--- config.mk ---
export PLATFORM = sky130hd
export DESIGN_NAME = multicycle_controller
export DESIGN_NICKNAME = d
export VERILOG_FILES = /design/src/rtl/multicycle_controller.sv
export SDC_FILE = /design/constraint.sdc
export NUM_CORES = 1
export LEC_CHECK = 0
export CAP_MARGIN = 20
export CORE_UTILIZATION = 42
export CTS_CLUSTER_DIAMETER = 200
export DETAILED_ROUTE_END_ITERATION = 10
export PLACE_DENSITY = 0.81
export SLEW_MARGIN = 20
export SYNTH_ARGS = -nofsm -noshare
export SYNTH_HDL_FRONTEND = slang
export SYNTH_SLANG_ARGS = --single-unit
--- constraint.sdc ---
create_clock -name clk -period 1.8 [get_ports clk]
set_input_delay 0.18 -clock clk [delete_from_list [all_inputs] [get_ports clk]]
set_output_delay 0.18 -clock clk [all_outputs]
set_load 0.02 [all_outputs]
--- src/rtl/multicycle_controller.sv ---
// multicycle_controller: Moore FSM sequencing the shared ALU/memory datapath,
// holding the NZCV flags and evaluating branch conditions.
module multicycle_controller (
    input  logic       clk,
    input  logic       reset,
    input  logic [1:0] Op,
    input  logic [3:0] Funct,
    input  logic [3:0] ALUFlags,
    output logic       PCWrite,
    output logic       IRWrite,
    output logic       MemWrite,
    output logic       RegWrite,
    output logic       AdrSrc,
    output logic       ALUSrcA,
    output logic [1:0] ALUSrcB,
    output logic [1:0] ALUControl,
    output logic [1:0] ResultSrc,
    output logic [1:0] ImmSrc,
    output logic [3:0] State
);
    typedef enum logic [3:0] {
        FETCH, DECODE, EXEC_R, EXEC_I, ALU_WB, MEM_ADR,
        MEM_RD, MEM_WB, MEM_WR, BRANCH, MOVI
    } state_t;
    state_t state, next;
    logic [3:0] flags;
    logic cond_ex;
    always_ff @(posedge clk or posedge reset) begin
        if (reset) begin
            state <= FETCH;
            flags <= 4'b0000;
        end else begin
            state <= next;
            if ((state == EXEC_R || state == EXEC_I) && Funct[0])
                flags <= ALUFlags;
        end
    end
    // flags = {N,Z,C,V}
    assign cond_ex = Funct[2:1] == 2'b00 ? 1'b1 :
                     Funct[2:1] == 2'b01 ? flags[2] :
                     Funct[2:1] == 2'b10 ? !flags[2] : flags[3] ^ flags[0];
    always_comb begin
        next       = FETCH;
        PCWrite    = 1'b0;
        IRWrite    = 1'b0;
        MemWrite   = 1'b0;
        RegWrite   = 1'b0;
        AdrSrc     = 1'b0;
        ALUSrcA    = 1'b0;
        ALUSrcB    = 2'b00;
        ALUControl = 2'b00;
        ResultSrc  = 2'b00;
        ImmSrc     = Op == 2'b11 ? 2'b00 : Op == 2'b10 ? 2'b10 : 2'b01;
        State      = state;
        case (state)
            FETCH: begin
                IRWrite   = 1'b1;
                PCWrite   = 1'b1;
                ALUSrcA   = 1'b1;
                ALUSrcB   = 2'b10;
                ResultSrc = 2'b10;
                next      = DECODE;
            end
            DECODE: next = Op == 2'b00 ? (Funct[3] ? EXEC_I : EXEC_R) :
                           Op == 2'b01 ? MEM_ADR : Op == 2'b10 ? BRANCH : MOVI;
            EXEC_R: begin
                ALUControl = Funct[2:1];
                next       = ALU_WB;
            end
            EXEC_I: begin
                ALUSrcB    = 2'b01;
                ALUControl = Funct[2:1];
                next       = ALU_WB;
            end
            ALU_WB: RegWrite = 1'b1;
            MEM_ADR: begin
                ALUSrcB = 2'b01;
                next    = Funct[0] ? MEM_RD : MEM_WR;
            end
            MEM_RD: begin
                AdrSrc = 1'b1;
                next   = MEM_WB;
            end
            MEM_WB: begin
                ResultSrc = 2'b01;
                RegWrite  = 1'b1;
            end
            MEM_WR: begin
                AdrSrc   = 1'b1;
                MemWrite = 1'b1;
            end
            BRANCH: begin
                ALUSrcA   = 1'b1;
                ALUSrcB   = 2'b01;
                ResultSrc = 2'b10;
                PCWrite   = cond_ex;
            end
            MOVI: begin
                ResultSrc = 2'b11;
                RegWrite  = 1'b1;
            end
            default: ;
        endcase
        // reset silences every output combinationally, not just at the next edge
        if (reset) begin
            PCWrite    = 1'b0;
            IRWrite    = 1'b0;
            MemWrite   = 1'b0;
            RegWrite   = 1'b0;
            AdrSrc     = 1'b0;
            ALUSrcA    = 1'b0;
            ALUSrcB    = 2'b00;
            ALUControl = 2'b00;
            ResultSrc  = 2'b00;
            ImmSrc     = 2'b00;
            State      = 4'd0;
        end
    end
endmodule

==> flow_metrics.tcl, run 1 <==
set metrics [dict create \
    path_buf_inv 1 \
    worstMarginPinSlew_ns 0.256 \
    slowest_stage "dfrtp_2" \
    worstPathMaxFanout 8 \
    die_w_um 43.7 \
    path_class "register to output port" \
    power.density_nw_per_um2 1360 \
    yosys.area_share.adder_pct 10.3 \
    wl_um 1690 \
    synth_cells 81 \
    wire_per_inst_um 12.3 \
    period_needed_ns 1.75 \
    nets 140 \
    fin_cells 137 \
    dr.pass1.iters 7 \
    synth_compound_area_share_pct 10.1 \
    synth_top_flop_cell "dfrtp_1" \
    path_clk_slew_ns 0.05 \
    dp_hpwl_um 1370 \
    synth.top_cells.by_area "dfrtp_1, ha_1, mux2_2, nor2b_1, buf_6" \
    cp-start-kind "register" \
    via_per_inst 5.28 \
    drv_cap 0 \
    cts_buffers 3 \
    first_global_vias 699 \
    arrival_ns 1.57 \
    grt_pass1_wl_um 3050 \
    outcome "complete, but fails checks" \
    pin_count 30 \
    hold_class "primary input to asynchronous set/reset pin" \
    crit_family "flip-flops" \
    synth_area_per_cell_um2 9.01 \
    slew_violations 0 \
    final_antenna_net_count 0 \
    grt_setup_unrepaired "false" \
    num_rows 14 \
    die_area_um2 1910 \
    timing.hold.ws_ns 0.446 \
    drive_gt1_share_pct 29.8 \
    crit_chain "and2b_1, o311a_1, dlygate4sd2_1" \
    synth_xor_area_share_pct 3.43 \
    area_growth_syn_to_layout_pct 49.7 \
    dp.cells 133 \
    worstSkewPairLatency_ns 0.25 \
    critPathMaxStageDelay_ns 0.48 \
    diodes 0 \
    gp_congestion 0.818 \
    htree_num_levels 1 \
    ys_warn_count 0 \
    port_buffers 28 \
    overflow 0 \
    synth_top_family_by_area "simple AND/OR/NAND/NOR gates" \
    syn_area_um2 729 \
    violations "design-rule violations" \
    postSynth.asyncResetShare_pct 100 \
    maxSlewHeadroom_pct 82.8 \
    finalSetupViolCount 0 \
    cts_root_buffer "clkbuf_4" \
    setup_ws_ns 0.0465 \
    ir_drop_mv 0.889 \
    leakage_nw 0.572 \
    ys_ff_latch 7 \
    vias 723 \
    die_y_um 43.7 \
    hold_violations 0 \
    pre_cts_slack_ns -0.134 \
    synth_cell_types 37 \
    synth_top_area_cell "dfrtp_1" \
    synth_top_area_share_pct 24.0 \
    route.detailed.drc 3 \
    p_total_mw 1.49 \
    core_um2 1560 \
    synth_mux_area_share_pct 10.3 \
    syn-num-nets 99 \
    cts_setup_buffers 0 \
    clkSinkCount 7 \
    cp-end-kind "output port" \
    ys_seq_area_share_pct 24.0 \
    grt_max_degree 14 \
    clock_skew_ns 0.00443 \
    initial_utilization_pct 46.8 \
    fmax_mhz 570 \
    grt_usage_pct 21.4 \
    synth_edf_count 0 \
    cts_tree "yes" \
    yosys.area_share.simple_pct 32.2 \
    worst-endpoint-required_ns 1.62 \
    cts_buffer_depth 2 \
    drt_iter0_drc 13 \
    fin_crit_sh_pct 97.4 \
    antenna_found_initial 0 \
]
## kinds of logic (layout without fill, tap and decap cells)
group	count (synthesis)	in the layout
adder cells (fa/ha/maj)	6	6
XOR/XNOR	2	2
AND/OR/NAND/NOR	36	36
buffers and inverters	11	51
multiplexers	7	7
AO/OA/AOI/OAI	12	12
flip-flops	7	7
## path summary, 6_finish.rpt
| kind | from | endpoint | slack, ns | depth (start not counted) |
|---|---|---|---|---|
| min reg2reg | flags[0] | flags[0] | 0.53 | 1 |
| max in group asynchronous | reset | state[1] | 1.22 | 4 |
| min | reset | flags[2] | 0.45 | 4 |
| max | state[3] | ALUSrcB[0] | 0.05 | 3 |
| min in group clk | flags[0] | flags[0] | 0.53 | 1 |
| max reg2reg | state[1] | flags[0] | 0.42 | 4 |
## where the power goes
group	switching [mW]	total, mW	internal (mW)
Clock	0.0534	0.138	0.0843
Sequential	0.119	0.363	0.244
Combinational	0.505	0.988	0.483
## layout make-up
cell class,count,area (um2)
inverters,4,15.0
fillers,134,467
flip-flops and latches,7,180
clock buffers,4,26.3
well taps,16,20.0
repair buffers,43,364
multi-input cells,63,487
## tightest hold or removal path, delay by kind of cell
family	cells	cell delay, ns
buffers and inverters	4	0.84
## repair_timing
action | 4_1_cts | 5_1_grt
setup endpoints to repair | 18 | 5
pin swaps | 0 | 0
hold buffers | 0 | 0
resized for setup | 23 | 8
endpoints found under the hold margin | 0 | 0
## cell usage after synthesis (all sizes together), types with 2 or more instances
master	instances
mux2	4
nor2b	7
o21ai	5
mux2i	3
ha	6
and3b	2
nand2	4
nor4	2
nor2	5
and2	3
nand3	2
xor2	2
nor3	2
inv	4
buf	6
and3	4
dfrtp	7
a21oi	3
nand3b	2
## sequential cells by signal, indices dropped and copies added, names as in the netlist
register  flops
state         4
flags         3
## per-layer routing
| metal | vias to the layer above | part of all wire [%] | GRT usage (%) |
|---|---|---|---|
| li1 | 359 | - | - |
| met1 | 342 | 42 | 27.0 |
| met2 | 18 | 52 | 36.7 |
| met3 | 4 | 4.2 | 2.50 |
| met4 | 0 | 1.6 | 9.38 |
| met5 | - | 0 | 0 |
## per-stage QoR
| stage | cell area (um2) | setup TNS (ns) | util (%) |
|---|---|---|---|
| floorplan | 729 | 0 | - |
| global placement | 1090 | -0.368 | 69.7 |
| detailed placement | 1090 | -0.628 | 69.7 |
| CTS | 1100 | 0 | 70.6 |
| global route | 1090 | 0 | 70.1 |
| finish | 1090 | 0 | 70.1 |
## layout by cell type, fill, tap and decap left out, types with 2 or more instances in the layout
cell type        synthesis  routed
nand2_1                  3       3
ha_1                     6       6
buf_4                    1      15
nand3_1                  2       2
clkdlybuf4s50_1          0      10
dfrtp_1                  7       3
inv_1                    3       3
clkbuf_2                 0       3
nand3b_1                 2       2
dfrtp_2                  0       4
a21oi_1                  3       3
mux2_2                   4       4
nor2_1                   5       5
o21ai_0                  4       4
dlygate4sd2_1            0      13
clkbuf_4                 0       3
nor2b_1                  6       5
and3_1                   4       4
and2_1                   2       2
nor3_1                   2       2
mux2i_1                  3       3
No activity file was read; power rests on OpenSTA's default activity.
==> run 2: changes to the inputs <==
--- a/config.mk
+++ b/config.mk
@@ -10,6 +10,7 @@
 export CTS_CLUSTER_DIAMETER = 200
 export DETAILED_ROUTE_END_ITERATION = 10
 export PLACE_DENSITY = 0.81
+export SETUP_SLACK_MARGIN = 0.4
 export SLEW_MARGIN = 20
 export SYNTH_ARGS = -nofsm -noshare
 export SYNTH_HDL_FRONTEND = slang
==> flow_metrics.tcl, run 2 (same netlist as run 1, synthesis figures left out) <==
set metrics [dict create \
    outcome "complete, but fails checks" \
    violations "design-rule violations" \
    vias 872 \
    via_per_inst 5.74 \
    slowest_stage "dfrtp_2" \
    largest_reg_flops 4 \
    port_buffers 28 \
    power.density_nw_per_um2 1630 \
    route.detailed.drc 3 \
    num_rows 14 \
    grt_usage_pct 27.9 \
    wl_um 3100 \
    grt_setup_unrepaired "true" \
    worstSkewPairLatency_ns 0.25 \
    dpl_cell_area_um2 1090 \
    fin_crit_sh_pct 94.0 \
    path_clk_slew_ns 0.05 \
    p_total_mw 2.30 \
    worstPathMaxFanout 5 \
    final_cell_mix "buf_6, buf_4, clkdlybuf4s50_1" \
    critPathMaxStageDelay_ns 0.49 \
    cp.depth 4 \
    die_w_um 43.7 \
    dp_hpwl_um 1370 \
    path_buf_inv 1 \
    final_antenna_net_count 0 \
    grt_max_degree 14 \
    maxSlewHeadroom_pct 81.6 \
    finalInstanceArea_um2 1410 \
    cts_root_buffer "clkbuf_4" \
    fmax_mhz 591 \
    mostFrequentLayoutCell "buf_6" \
    drive_gt1_share_pct 63.2 \
    drt_iter0_drc 23 \
    timing.hold.ws_ns 0.193 \
    area_growth_syn_to_layout_pct 93.8 \
    cts_buffer_depth 2 \
    core_um2 1560 \
    crit_chain "nor2_4, and3b_2, o31a_1, buf_2" \
    ir_drop_mv 1.28 \
    die_area_um2 1910 \
    crit_family "flip-flops" \
    hold_class "primary input to asynchronous set/reset pin" \
    grt_pass1_wl_um 3860 \
    leakage_nw 0.659 \
    nets 155 \
    htree_num_levels 1 \
    first_global_vias 795 \
    die_y_um 43.7 \
    worst-endpoint-required_ns 1.62 \
    cp-start-kind "register" \
    arrival_ns 1.51 \
    regMostFlops "state" \
    period_needed_ns 1.69 \
    hold_violations 0 \
    diodes 0 \
    antenna_found_initial 0 \
    drv_cap 0 \
    cts_tree "yes" \
    worstMarginPinSlew_ns 0.274 \
    clock_skew_ns 0.00362 \
    r2r_cells 6 \
    gp_congestion 0.818 \
    overflow 0 \
    wire_per_inst_um 20.4 \
    reg_top3 "state: 4 flops, flags: 3 flops" \
    hold_buffers 0 \
    dr.pass1.iters 7 \
    finalSetupViolCount 0 \
    initial_utilization_pct 46.8 \
    slew_violations 0 \
    clkSinkCount 7 \
    cp-end-kind "output port" \
    pin_count 30 \
    cts_buffers 3 \
    path_class "register to output port" \
]
run 2: changes by cell type in the layout (fill, tap and decap cells not counted), moves of 4 or more:
cell	previous run	this run
buf_6	0	21
dlygate4sd2_1	13	2
buf_2	0	4
buf_4	15	19
nor2_1	5	1
run 2: tightest hold or removal path, stage by stage:
cell and delay [ns]:
dlymetal6s2s_1 0.16, buf_6 0.17, inv_1 0.10, buf_4 0.17
run 2: path summary, 6_finish.rpt:
kind,to,start,slack [ns]
max in group asynchronous,state[1],reset,1.47
max,PCWrite,state[0],0.11
min,flags[2],reset,0.19
min in group clk,flags[0],flags[0],0.54
min reg2reg,flags[0],flags[0],0.54
max reg2reg,state[2],state[0],0.23
run 2: routing by layer:
layer,wire length (um),GRT usage [%],vias to the layer above
met2,1590,50.7,33
met5,0,0,-
met3,115,2.92,8
li1,-,-,390
met4,70,11.3,0
met1,1330,33.2,441
run 2: stage by stage:
step | setup slack (ns) | utilization [%] | instances | TNS (ns)
2_1_floorplan | 0.295 | - | 81 | 0
3_3_place_gp | -0.131 | 69.7 | 133 | -0.368
3_5_place_dp | -0.134 | 69.7 | 133 | -0.628
4_1_cts | 0.165 | 77.8 | 143 | 0
5_1_grt | 0.0368 | 90.7 | 152 | 0
6_report | 0.108 | 90.7 | 152 | 0
run 2: timing repair:
| item | in CTS | in global routing |
|---|---|---|
| pin swaps | 5 | 9 |
| setup endpoints to repair | 22 | 23 |
| resized for setup | 115 | 33 |
| cloned | 0 | 1 |
| setup buffers | 6 | 8 |
run 2: layout make-up:
type,count,area [um2]
tap,16,20.0
sequential,7,180
clock buffer,4,26.3
multi-input combinational,63,603
inverter,4,22.5
fill,66,145
timing repair buffer,58,562
run 2: report_power, final:
group	switching, mW	internal (mW)	leakage (nW)
Clock	0.0564	0.0845	0.0150
Combinational	0.797	0.948	0.562
Sequential	0.173	0.243	0.0822
Total	1.03	1.28	0.659
